**src/rtl/fft_pkg.sv**
```systemverilog
`default_nettype none
// ============================================================================
// Package     : fft_pkg
// Description : Shared constants and helpers for the FFT input buffer.
//               - sample_width : word width derived from the sample MSB index
//               - log2n_of     : index width derived from the frame length
//               - bitrev       : reverses the low log2n bits of a frame index
// Revision    : 1.0 - initial release
// ============================================================================
package fft_pkg;

  localparam int Q_IN_DEFAULT = 15;
  localparam int N_DEFAULT    = 8;
  localparam int MAX_LOG2N    = 4;   // frames up to 16 samples; addr_out is 4 bits

  function automatic int sample_width(input int q_in);
    return q_in + 1;
  endfunction

  // Ceiling log2, bounded to the supported frame range.
  function automatic int log2n_of(input int n);
    int r;
    r = 0;
    for (int i = 0; i <= MAX_LOG2N; i++) begin
      if ((1 << i) < n) r = i + 1;
    end
    return r;
  endfunction

  // Bits above log2n are returned as zero.
  function automatic logic [3:0] bitrev(input logic [3:0] idx, input int log2n);
    logic [3:0] r;
    r = '0;
    for (int i = 0; i < MAX_LOG2N; i++) begin
      if (i < log2n) r[i] = idx[log2n-1-i];
    end
    return r;
  endfunction

endpackage
`default_nettype wire

```
**src/rtl/fft_bank_ram.sv**
```systemverilog
`default_nettype none
// ============================================================================
// Module      : fft_bank_ram
// Description : Simple dual-port RAM holding both ping-pong banks.
//               Address = {bank, idx}. One synchronous write port and one
//               synchronous read port; the registered read gives the one-cycle
//               request-to-data latency. Only the read register is reset,
//               the storage array is not.
// Ports       : clk, reset           - clock, synchronous active-high reset
//               wr_en/wr_addr/wr_data - write port
//               rd_en/rd_addr         - read strobe and address
//               rd_data               - registered read data, holds when idle
// Revision    : 1.0 - initial release
// ============================================================================
module fft_bank_ram #(
  parameter int DW = 32,
  parameter int AW = 4
) (
  input  logic          clk,
  input  logic          reset,
  input  logic          wr_en,
  input  logic [AW-1:0] wr_addr,
  input  logic [DW-1:0] wr_data,
  input  logic          rd_en,
  input  logic [AW-1:0] rd_addr,
  output logic [DW-1:0] rd_data
);

  logic [DW-1:0] mem [0:(1<<AW)-1];

  always_ff @(posedge clk) begin
    if (wr_en) mem[wr_addr] <= wr_data;
  end

  always_ff @(posedge clk) begin
    if (reset) begin
      rd_data <= '0;
    end else if (rd_en) begin
      rd_data <= mem[rd_addr];
    end
  end

endmodule
`default_nettype wire

```
**src/rtl/fft_input_buffer.sv**
```systemverilog
`default_nettype none
// ============================================================================
// Module      : fft_input_buffer
// Description : Ping-pong frame buffer feeding the first FFT stage. Collects
//               complex samples into N-sample frames and returns them one per
//               request in bit-reversed order with one cycle of latency.
// Ports       : clk, reset                 - clock, sync active-high reset
//               sample_valid/real/imag     - input sample stream
//               sample_ready               - write bank has space
//               valid_packet               - read bank holds a full frame
//               valid_request              - request next sample
//               valid_out, data_out_*,     - returned sample, its natural index
//               addr_out
//               drop_err, req_err          - sticky protocol error flags
// Revision    : 1.0 - initial release
// ============================================================================
module fft_input_buffer
  import fft_pkg::*;
#(
  parameter int Q_IN = Q_IN_DEFAULT,
  parameter int N    = N_DEFAULT
) (
  input  logic               clk,
  input  logic               reset,
  input  logic               sample_valid,
  input  logic signed [Q_IN:0] sample_real,
  input  logic signed [Q_IN:0] sample_imag,
  output logic               sample_ready,
  output logic               valid_packet,
  input  logic               valid_request,
  output logic               valid_out,
  output logic signed [Q_IN:0] data_out_real,
  output logic signed [Q_IN:0] data_out_imag,
  output logic [3:0]         addr_out,
  output logic               drop_err,
  output logic               req_err
);

  localparam int LOG2N = log2n_of(N);
  localparam int W     = sample_width(Q_IN);
  localparam int AW    = LOG2N + 1;

  localparam logic [LOG2N-1:0] IDX_LAST = LOG2N'(N - 1);
  localparam logic [LOG2N-1:0] IDX_ONE  = LOG2N'(1);

  logic             wr_bank;
  logic             rd_bank;
  logic [LOG2N-1:0] wr_idx;
  logic [LOG2N-1:0] rd_idx;
  logic [1:0]       full;
  logic [1:0]       full_next;

  logic             wr_fire;
  logic             rd_fire;
  logic             wr_last;
  logic             rd_last;
  logic [3:0]       rd_idx_ext;
  logic [3:0]       rd_rev;
  logic [2*W-1:0]   rd_word;

  // Both flags come straight from registered state, so neither has a
  // combinational path from any input.
  assign sample_ready = !full[wr_bank];
  assign valid_packet = full[rd_bank];

  assign wr_fire = sample_valid & sample_ready;
  assign rd_fire = valid_request & valid_packet;
  assign wr_last = wr_fire && (wr_idx == IDX_LAST);
  assign rd_last = rd_fire && (rd_idx == IDX_LAST);

  assign rd_idx_ext = 4'(rd_idx);
  assign rd_rev     = bitrev(rd_idx_ext, LOG2N);

  // The writer can only be in a non-full bank and the reader only in a full
  // one, so the two updates always hit different bits.
  always_comb begin
    full_next = full;
    if (wr_last) full_next[wr_bank] = 1'b1;
    if (rd_last) full_next[rd_bank] = 1'b0;
  end

  always_ff @(posedge clk) begin
    if (reset) begin
      wr_bank   <= 1'b0;
      wr_idx    <= '0;
      rd_bank   <= 1'b0;
      rd_idx    <= '0;
      full      <= 2'b00;
      valid_out <= 1'b0;
      addr_out  <= 4'h0;
      drop_err  <= 1'b0;
      req_err   <= 1'b0;
    end else begin
      if (wr_fire) begin
        if (wr_last) begin
          wr_idx  <= '0;
          wr_bank <= ~wr_bank;
        end else begin
          wr_idx  <= wr_idx + IDX_ONE;
        end
      end

      if (rd_fire) begin
        if (rd_last) begin
          rd_idx  <= '0;
          rd_bank <= ~rd_bank;
        end else begin
          rd_idx  <= rd_idx + IDX_ONE;
        end
        addr_out <= rd_rev;
      end

      full      <= full_next;
      valid_out <= rd_fire;

      if (sample_valid & !sample_ready)  drop_err <= 1'b1;
      if (valid_request & !valid_packet) req_err  <= 1'b1;
    end
  end

  fft_bank_ram #(
    .DW (2 * W),
    .AW (AW)
  ) u_ram (
    .clk     (clk),
    .reset   (reset),
    .wr_en   (wr_fire),
    .wr_addr ({wr_bank, wr_idx}),
    .wr_data ({sample_real, sample_imag}),
    .rd_en   (rd_fire),
    .rd_addr ({rd_bank, rd_rev[LOG2N-1:0]}),
    .rd_data (rd_word)
  );

  // The RAM read register only loads on an accepted request, which gives
  // the hold-when-idle behaviour of the data outputs.
  assign data_out_real = rd_word[2*W-1:W];
  assign data_out_imag = rd_word[W-1:0];

endmodule
`default_nettype wire

```
**config.mk**
```make
export PLATFORM = sky130hd
export DESIGN_NAME = fft_input_buffer
export DESIGN_NICKNAME = d
export VERILOG_FILES = /design/src/rtl/fft_pkg.sv /design/src/rtl/fft_bank_ram.sv /design/src/rtl/fft_input_buffer.sv
export SDC_FILE = /design/constraint.sdc
export NUM_CORES = 1
export LEC_CHECK = 0
export ABC_AREA = 1
export BUFFER_PORTS_ARGS = -buffer_cell sky130_fd_sc_hd__buf_2
export CORE_ASPECT_RATIO = 1.1
export CORE_MARGIN = 2
export CORE_UTILIZATION = 55
export CTS_CLUSTER_DIAMETER = 40
export CTS_CLUSTER_SIZE = 40
export DETAILED_ROUTE_END_ITERATION = 7
export MAX_ROUTING_LAYER = met4
export PLACE_DENSITY = 0.75
export SYNTH_ARGS = -nofsm -noshare
export SYNTH_HDL_FRONTEND = slang
export SYNTH_SLANG_ARGS = --single-unit
```
**constraint.sdc**
```tcl
create_clock -name clk -period 3.11 [get_ports clk]
set_clock_uncertainty 0.2 [all_clocks]
set_input_delay 0.311 -clock clk [delete_from_list [all_inputs] [get_ports clk]]
set_output_delay 0.311 -clock clk [all_outputs]
set_load 0.05 [all_outputs]
```
### Word-level counts from Yosys, hierarchy flattened

Memories as Yosys holds them, arrays and structs flattened. A register that Yosys moved wholly into a read port is not among the register bits.
Cells that the tools add are included.

| word-level totals | value |
|---|---|
| memories | 1 |
| word-level logic and storage cells | 49 |
| input bits | 36 |
| output and inout port bits | 41 |
| register bits after elaboration | 16 |
| memory bits (writable) | 512 |

| operators by class | value |
|---|---|
| magnitude comparators | 4 |
| reductions and logical operators | 8 |
| mux-type cells | 14 |
| bitwise logic cells | 9 |
| add/sub/neg operators | 2 |
| eq/ne operators | 2 |

Memories:

| memory | depth | bits a word | read ports | clocked after Yosys merged registers in | wr ports | RTL line | RTL |
|---|---|---|---|---|---|---|---|
| u_ram.mem | 16 | 32 | 1 | 1 | 1 | fft_bank_ram.sv:29 | `logic [DW-1:0] mem [0:(1<<AW)-1];` |

Operator list:

| operator | number |
|---|---|
| $mux W1 | 8 |
| $add A3 B1 Y3 const B | 2 |
| $eq A3 B3 Y1 const B | 2 |
| $mux W3 | 2 |
| $and A1 B1 Y1 | 4 |
| $logic_and A1 B1 Y1 | 4 |
| $lt A1 B2 Y1 const B | 2 |
| $mux W2 | 2 |
| $reduce_and A2 Y1 | 2 |
| $and A2 B2 Y2 | 1 |
| $demux W1 S1 | 2 |
| $ge A1 B1 Y1 const B | 2 |
| $logic_not A1 Y1 | 2 |
| $not A1 Y1 | 2 |
| $not A2 Y2 | 1 |
| $or A2 B2 Y2 | 1 |

### Depth between registers and ports, before layout

Gate-level depths: netlist (run 1).

| depth | value |
|---|---|
| word-level depth | 8 |
| gate-level depth with buffers | 11 |
| gate-level depth less buffers | 8 |

### Modules after synthesis

Synthesis (run 1) repeated with hierarchy kept, for this count alone.

| unflattened totals | value |
|---|---|
| cells, all modules | 1972 |
| area total of the unflattened synthesis | 22639.2 µm² |

By module, submodules not included:

| module | seq. area each (µm²) | instances | area an instance (µm²) | cells each |
|---|---|---|---|---|
| fft_bank_ram | 16015.4 | 1 | 21893.5 | 1874 |
| fft_input_buffer | 320.3 | 1 | 745.7 | 98 |

### Worst setup path after synthesis (run 1)

No wires, ideal clock.

| timing | value |
|---|---|
| path type | reg-to-reg |
| start | reg wr_bank |
| end | mem u_ram.mem[0][0] (enable) |
| required time | 2.489 ns |
| path slack | 0.139 ns |
| period minus slack after synthesis | 2.971 ns |
| path buffers | 0 |
| library setup time | 0.421 ns |
| cell stages (with the launch flop) | 5 |
| data arrival time | 2.349 ns |
| cells stage by stage | dfxtp_1 o21ai_0 nor2_1 nand2_1 nor2_1 |

| on the way | value |
|---|---|
| cells in the longest elaborated chain, start to end | 6 |

Ends and longest elaborated chain:

| what | RTL line | RTL |
|---|---|---|
| start, declared | fft_input_buffer.sv:46 | `logic wr_bank;` |
| start signal, assigned | fft_input_buffer.sv:97 | `wr_bank <= ~wr_bank;` |
| $mux W1 (not written as such) (2 in a row) | fft_input_buffer.sv:63 | `assign sample_ready = !full[wr_bank];` |
| $logic_not A1 Y1 | fft_input_buffer.sv:63 |  |
| $and A1 B1 Y1 | fft_input_buffer.sv:66 | `assign wr_fire = sample_valid & sample_ready;` |
| $mux W1 | fft_bank_ram.sv:32 | `if (wr_en) mem[wr_addr] <= wr_data;` |
| $mux W1 (not written as such) | fft_bank_ram.sv:32 |  |
| end, declared | fft_bank_ram.sv:29 |  |

Parallel ways exist; a longest one is shown, timed or not. The select of a mux whose other input is x is not followed.

### Worst setup path in the final report (run 1)

| timing | value |
|---|---|
| start | reg wr_bank |
| end | mem u_ram.mem[8][9] (enable) |

The elaborated chain is that of the path after synthesis.

==> metrics list, run 1 <==
* First-pass detailed-route iteration total: 5
- Routed wire length: 56.0 mm
* Flop pwr share: between 50% and 60%
- For this run, the share of the core covered by cells in the final layout is between 60% and 70%.
- The final critical path takes up 87.4% of the cycle.
* Switching Fraction: between 20% and 30%
- The clock network is responsible for approximately 45% of the overall power.
- The via count of the first global-routing pass is ~16,000.
* Total overflow reported by the global router: 0
* Width of the chip: 202 um
- Insertion delay of the later-clocked pin in the worst-skew pair: roughly 0.63 ns
- Combinational fraction of design power: under 10%
* Total setup buffers inserted after CTS: 0
- Gate Count Post-Synth: around 2,300
- The multi-input combinational cells in the finished layout cover a total of roughly 5400 um^2.
* Area of the core region: 42,500 um^2
- Io pins: 77
- Layout Area Growth over Synthesis: 15.0%
- Number of warnings reported in the yosys synthesis log: 0
- TritonCTS sink count: 560
- Clock Tree Buf Depth: 3
* Antenna violations before repair: 0
* Netlist cell types: 22
* Port bufs: between 70 and 80
* Final slew viol count: 0
- TritonCTS created 56 clock buffers.
- Unrepaired setup endpoints after global routing: no
- Slew Limit Headroom: a little under a third
* Hold Vio Cnt, Final: 0
- The analysis attributes to cell leakage a power of between 10 and 15 nW.
* Post-cts resize count: 0
- Maximum capacitance violations: 0
- For the pin with the worst max-slew slack, the measured transition is roughly 1 ns.
* Minimum setup slack among reg-to-reg paths: 0.39 ns
- For the finished layout, the period the worst path requires is about 2.7 ns.
* Vias per cell: roughly 5.3
* Antenna diode count: 0
* Count of nets left with antenna violations after detail routing: 0
- For this block, the initial DRC count from the detailed router was between 1,500 and 2,000.
- Run status: finished clean
- At the end of routability-driven placement, the weighted congestion stood at roughly 0.83.
- The share of the Yosys chip area taken by registers is a little under 70%.
- Mean instance size in the synthesized netlist: just over 10 um^2
* Hold-fix buffer count after cts: 35
- Wire length of the first global-routing pass: about 90 mm
- After clock tree synthesis, the clock-pin slew on the worst setup and hold paths is roughly 0.07 ns.
- Number of setup violations in the final report: 0
* Worst setup SP type: flop
* Root Driver: clkbuf_16
- Worst ir drop on vdd: between 0.6 and 0.7 mV
* Worst setup path class: reg -> reg
* Share of layout cells above drive strength 1: 11.5%
- Derived from the worst setup path, the maximum achievable clock frequency is between 300 and 400 MHz.
- Die span in y: roughly 220 um
- The layout has around 3,200 filler cells.
- For this run, design rule violations remaining after detail routing come to 0.
- At the end of the flow, the number of nets in the layout was approximately 2,500.
- Dividing the detail-routed wire length by the instance count gives around 18 um.
- Type of destination of the critical path: flop
- In this run the core area contains 79 standard-cell rows.
* Count of state elements after synthesis: 560
* Post-synthesis instance area: roughly 24,000 um^2
* Initial Util: between 50% and 60%
- Entering global routing, the biggest net connects between 100 and 150 pins.
- The H-tree was split into 2 levels.
* Global routing usage summed across all routing layers: between 20% and 30%
- For the worst setup path, the data arrival time is between 2 and 3 ns.
- The tightest min-delay check is of the reg -> reg type.
- Worst r2r src: wr_bank
- TritonCTS built the clock tree.
* P_sw: approximately 3.5 mW
* Setup TNS after final layout: 0 ns
- Along the worst path, the maximum fanout reaches 13.
- Design Power: approximately 16 mW
* Total via count in the routed design: roughly 16,000
* Mapped Nets: 2,386
* Half-perimeter wire length after detailed placement: 31.4 mm
- Die Outline Area: 44,900 um^2
* Register cell area after layout: ~16,000 um^2
* Cell-internal power: 12.2 mW
* Total power per unit cell area: approximately 570 nW/um^2
- The worst hold path begins at full[0].
- CP startpoint: wr_bank
- Worst endpoint required time: around 3.2 ns
-- cells in the final DEF, fill, tap and decap left out, drive strengths merged, types with 14 or more instances in the layout --
cell type and count:
dfxtp 48, nand2 661, or2 32, inv 457, clkbuf 59, dlygate4sd3 35, buf 124, edfxtp 512
nor2 123, a21oi 44, clkinv 14, nand3 356
-- power groups by stage --
stage	combinational (mW)	clock, mW	sequential (mW)
2_1_floorplan	0.120	0	8.47
3_3_place_gp	0.317	0	8.46
3_5_place_dp	0.328	0	8.47
4_1_cts	0.365	7.02	8.30
5_1_grt	0.400	7.31	8.30
6_report	0.364	6.95	8.30
-- state kept, by name (all words and copies together) (netlist names) --
register,cells
u_ram.rd_data,32
wr_idx,3
full,2
valid_out,1
rd_bank,1
drop_err,1
req_err,1
rd_idx,3
addr_out,3
u_ram.mem,512
wr_bank,1
-- through the flow --
stage | area, um^2 | std cells | hold WS, ns | setup WS [ns]
CTS | 27400 | 3062 | 0.284 | 0.424
global placement | 25100 | 2921 | 0.250 | 0.504
detailed placement | 25100 | 2921 | 0.272 | 0.470
global route | 27400 | 3062 | 0.298 | 0.266
finish | 27400 | 3062 | 0.281 | 0.393
floorplan | 23800 | 2343 | 0.210 | 0.139
-- area by class of cell --
type                            instances  share of cell area, %
Sequential cell                       560                   59.7
Multi-Input combinational cell       1234                   19.8
Inverter                              436                   6.02
Clock buffer                           59                   5.24
Timing Repair Buffer                  159                   4.73
Tap cell                              567                   2.59
Clock inverter                         47                   1.84
-- worst paths after layout --
| check | end | depth (start not counted) |
|---|---|---|
| setup reg to reg | u_ram.mem[8][9] | 5 |
| setup / recovery | u_ram.mem[8][9] | 5 |
| hold reg to reg | full[0] | 2 |
| hold / removal | full[0] | 2 |
-- Yosys cell counts --
cell type / number / area, um^2
buf_4: 6 / 45.0
edfxtp_1: 512 / 15400
conb_1: 1 / 3.75
o21ai_2: 1 / 8.76
a21oi_1: 44 / 220
buf_2: 47 / 235
o21a_1: 1 / 7.51
nand2_1: 660 / 2480
nor2_2: 1 / 6.26
inv_1: 433 / 1630
nor2_1: 121 / 454
dfxtp_1: 48 / 961
nand3_1: 356 / 1780
buf_1: 18 / 67.6
ha_1: 7 / 87.6
or2_2: 32 / 200
clkbuf_1: 41 / 154
inv_2: 3 / 11.3
nor2_4: 1 / 11.3
buf_6: 1 / 11.3
nand2_4: 1 / 11.3
o21ai_0: 8 / 40.0
-- kinds of logic (layout without fill, tap and decap cells) --
group,count (synthesis),count (layout),synth area share (%)
and+or+nand+nor,1172,1172,20.8
AOI/OAI and AO/OA,54,54,1.16
other,1,1,0.0158
adders and majority gates,7,7,0.368
buffers and inverters,549,701,9.03
DFF,560,560,68.7
-- worst max-delay path, stage by stage (launching register included) --
cell     delay, ns
dfxtp_1       0.41
o21ai_0       0.19
nor2_1        0.48
nand2_1       0.41
nor2_4        0.51
buf_12        0.22
-- layer usage --
layer	GRT usage, %	share of wire (%)	vias to the layer above
met4	11.7	4.1	0
met1	31.8	39	7707
met5	-	0	-
li1	-	-	7708
met2	43.0	50	664
met3	4.10	7.0	154
Power figures use the tool's default switching activity.
==> run 2: changes to the inputs <==
--- a/config.mk
+++ b/config.mk
@@ -5,7 +5,6 @@
 export SDC_FILE = /design/constraint.sdc
 export NUM_CORES = 1
 export LEC_CHECK = 0
-export ABC_AREA = 1
 export BUFFER_PORTS_ARGS = -buffer_cell sky130_fd_sc_hd__buf_2
 export CORE_ASPECT_RATIO = 1.1
 export CORE_MARGIN = 2
==> metrics list, run 2 <==
* Gp weighted congestion: 0.848 (+2.0%)
- First-pass detailed-route iteration total: 8 (+3)
- Post-placement setup slack: 0.542 ns (+0.0715 ns)
- Max reg flops: 512 (unchanged)
- The placed cell count was 1,559 (-47%).
- The total leakage power was 7.70 nW (-33%).
- Insertion delay of the later-clocked pin in the worst-skew pair: 0.59 ns (-0.04 ns)
- The aggregate global routing overflow came to 0 (unchanged).
- Post-route setup slack: 0.525 ns (+0.132 ns)
* Number of rows in the core area: 75 (-5.1%)
- Initial Util: 55.9% (-0.12 points)
- Number of enable-type register cells in the synthesized netlist: 512 (unchanged)
* Mean instance size in the synthesized netlist: 21.4 um^2 (+110%)
* Count of state elements after synthesis: 560 (unchanged)
- Mapped Nets: 1,042 (-56%)
- Root Driver: clkbuf_16
- The count of filler cells inserted in the layout came to 2,490 (-22%).
- Worst ir drop on vdd: 0.412 mV (-37%)
- Area share of the largest cell type after synthesis: 72.1% (+7.4 points)
- Share of layout cells above drive strength 1: 30.5% (+19 points)
* Worst setup SP type: flop
* Hold Vio Cnt, Final: 0 (unchanged)
* Maximum capacitance violations: 0 (unchanged)
* Total setup buffers inserted after CTS: 0 (unchanged)
- The area of the die came to 40,400 um^2 (-10%).
- Wire length of the first global-routing pass: 67.7 mm (-23%)
- The sequential fraction of the synthesis area was 76.6% (+7.9 points).
* Slew Limit Headroom: 59.7% (+28 points)
* Routed wire length: 45.1 mm (-19%)
* Width of the chip: 192 um (-5.2%)
- Number of setup violations in the final report: 0 (unchanged)
- Number of warnings reported in the yosys synthesis log: 0 (unchanged)
- TritonCTS built the clock tree.
* Worst endpoint required time: 3.18 ns (-0.05 ns)
- Number of buffers created by CTS: 49 (-13%)
- Total power per unit cell area: 603 nW/um^2 (+5.6%)
- The number of sinks on the clock net is 560 (unchanged).
* Antenna violations before repair: 0 (unchanged)
- Type of destination of the critical path: flop
- The maximum clock path buffer count was 3 (unchanged).
- In the layout the commonest cells are 512 x edfxtp_1, 128 x mux4_2, 75 x buf_2, 64 x mux2i_1, 51 x clkbuf_16.
- Die span in y: 211 um (-5.2%)
- The worst path arrival time came to 2.65 ns (-0.19 ns).
- The via count of the first global-routing pass was 10,703 (-34%).
- Highest net fanout along the worst path: 13 (unchanged)
* Most used flip-flop cell after synthesis: edfxtp_1
- The register with the most flip-flops in the final layout is u_ram.mem.
- The area growth from synthesis to layout is 16.0%.
- Half-perimeter wire length after detailed placement: 26.9 mm (-14%)
- The count of input and output buffers came to 75 (unchanged).
- Max H-tree Level: 2 (unchanged)
- Post-synthesis instance area: 21,300 um^2 (-10%)
- The number of nets with antenna violations after routing came to 0 (unchanged).
- The portion of the clock cycle consumed by the worst path in the final layout came to 83.1% (-4.3 points).
- The count of pins over their slew limit was 0 (unchanged).
* Area of the core region: 38,200 um^2 (-10%)
- The total vias in the final route was 10,516 (-35%).
* Global routing usage summed across all routing layers: 23.9% (-2.2 points)
* NumNets Final: 1,187 (-52%)
* Gate Count Post-Synth: 999 (-57%)
- The tightest min-delay check is of the in -> reg type.
* Max Clk Rate: 387 MHz (+5.1%)
- The slew at the pin closest to its max-slew limit was 0.604 ns (-0.423 ns).
- Tmin final: 2.58 ns (-0.132 ns)
- The antenna diode count is 0 (unchanged).
- The cell area after layout came to 24,700 um^2 (-9.6%).
- Finished Core Util: 64.8% (+0.42 points)
* Worst setup path class: reg -> reg
* Leading cell types by count after synthesis: 512 x edfxtp_1, 128 x mux4_2, 64 x mux2i_1, 48 x dfxtp_1, 41 x o21ai_0
* Maximum number of pins on one net before global-route repair: 68 (-39%)
- Clock transition at the registers of the reported paths: 0.07 ns (about the same)
- Final routed DRC violation total: 0 (unchanged)
* Cells taking the most area after synthesis: edfxtp_1 72%, mux4_2 14%, dfxtp_1 4.5%
* Post-route insts no fill: 1,684 (-45%)
- Vias per cell: 6.24 (+18%)
* Most common cell after layout, fill and taps aside: edfxtp_1
- Cell area after placement: 22,700 um^2 (-9.6%)
* Post-cts resize count: 0 (unchanged)
- Setup repair after global routing left no endpoint under its margin.
* Setup TNS after final layout: 0 ns (unchanged)
- Cell type contributing the most total cell area after synthesis: edfxtp_1
* Run status: finished clean
- Netlist cell types: 33 (+50%)
* Async set or reset register ratio after synthesis: 0% (unchanged)
* Leading registers by flop count: u_ram.mem (512), u_ram.rd_data (32)
* Minimum hold slack: 0.0569 ns (-0.224 ns)
- Detailed-route wire length per cell: 26.8 um (+47%)
- Io pins: 77 (unchanged)
* Design Power: 14.9 mW (-4.5%)
- Library cell with the highest instance count after synthesis: edfxtp_1
- The detailed router's first-iteration violation count came to 1,166 (-24%).
-- run 2: cell count changes after synthesis, sizes merged, moves of 33 or more --
cell   change
buf       -33
inv      -427
mux2i     +65
mux4     +128
nand2    -659
nand3    -348
nor2     -109
-- run 2: cell families after synthesis --
group                      synth area share, %
and+or+nand+nor                           1.92
adders and majority gates                0.410
DFF                                       76.6
muxes                                     16.6
AOI/OAI and AO/OA                         2.75
buffers and inverters                     1.72
other                                   0.0176
-- run 2: final timing paths --
path,startpoint,endpoint,slack [ns],cells past startpoint
setup reg to reg,wr_bank,u_ram.mem[5][19],0.53,5
hold reg to reg,req_err,req_err,0.27,2
setup / recovery,wr_bank,u_ram.mem[5][19],0.53,5
hold / removal,reset,rd_idx[1],0.06,2
-- run 2: cell type report --
| class | count | area [um^2] | share of cell area (%) |
|---|---|---|---|
| multi-input combinational | 366 | 4780 | 19.3 |
| timing repair buffer | 157 | 1230 | 4.95 |
| sequential | 560 | 16300 | 66.1 |
| tap | 500 | 626 | 2.53 |
| clock buffer | 54 | 1300 | 5.24 |
| inverter | 10 | 37.5 | 0.152 |
| clock inverter | 37 | 434 | 1.75 |
-- run 2: metal layers --
metal	global-route usage [%]	part of all wire, %	wire, um	up-vias
li1	-	-	-	4471
met1	34.3	42	19100	5526
met2	36.3	48	21700	427
met3	3.55	6.6	2960	92
met4	7.16	2.9	1320	0
met5	-	0	0	-
-- run 2: repair_timing --
action	4_1_cts	5_1_grt
hold endpoints to repair	523	0
hold buffers	34	0
endpoints found under the setup margin	0	0
-- run 2: where the power goes --
group	leakage [nW]	switching [mW]	internal [mW]	total (mW)
clock network	0.813	2.93	3.35	6.28
registers	5.01	0.0172	8.27	8.28
logic	1.87	0.240	0.110	0.351
total	7.70	3.18	11.7	14.9
-- run 2: critical path, cell delays in order, from the launching register on --
cell and delay [ns]:
dfxtp_1 0.33, mux2_2 0.38, clkinv_1 0.17, nand3_1 0.34
nor2_4 0.53, buf_4 0.33
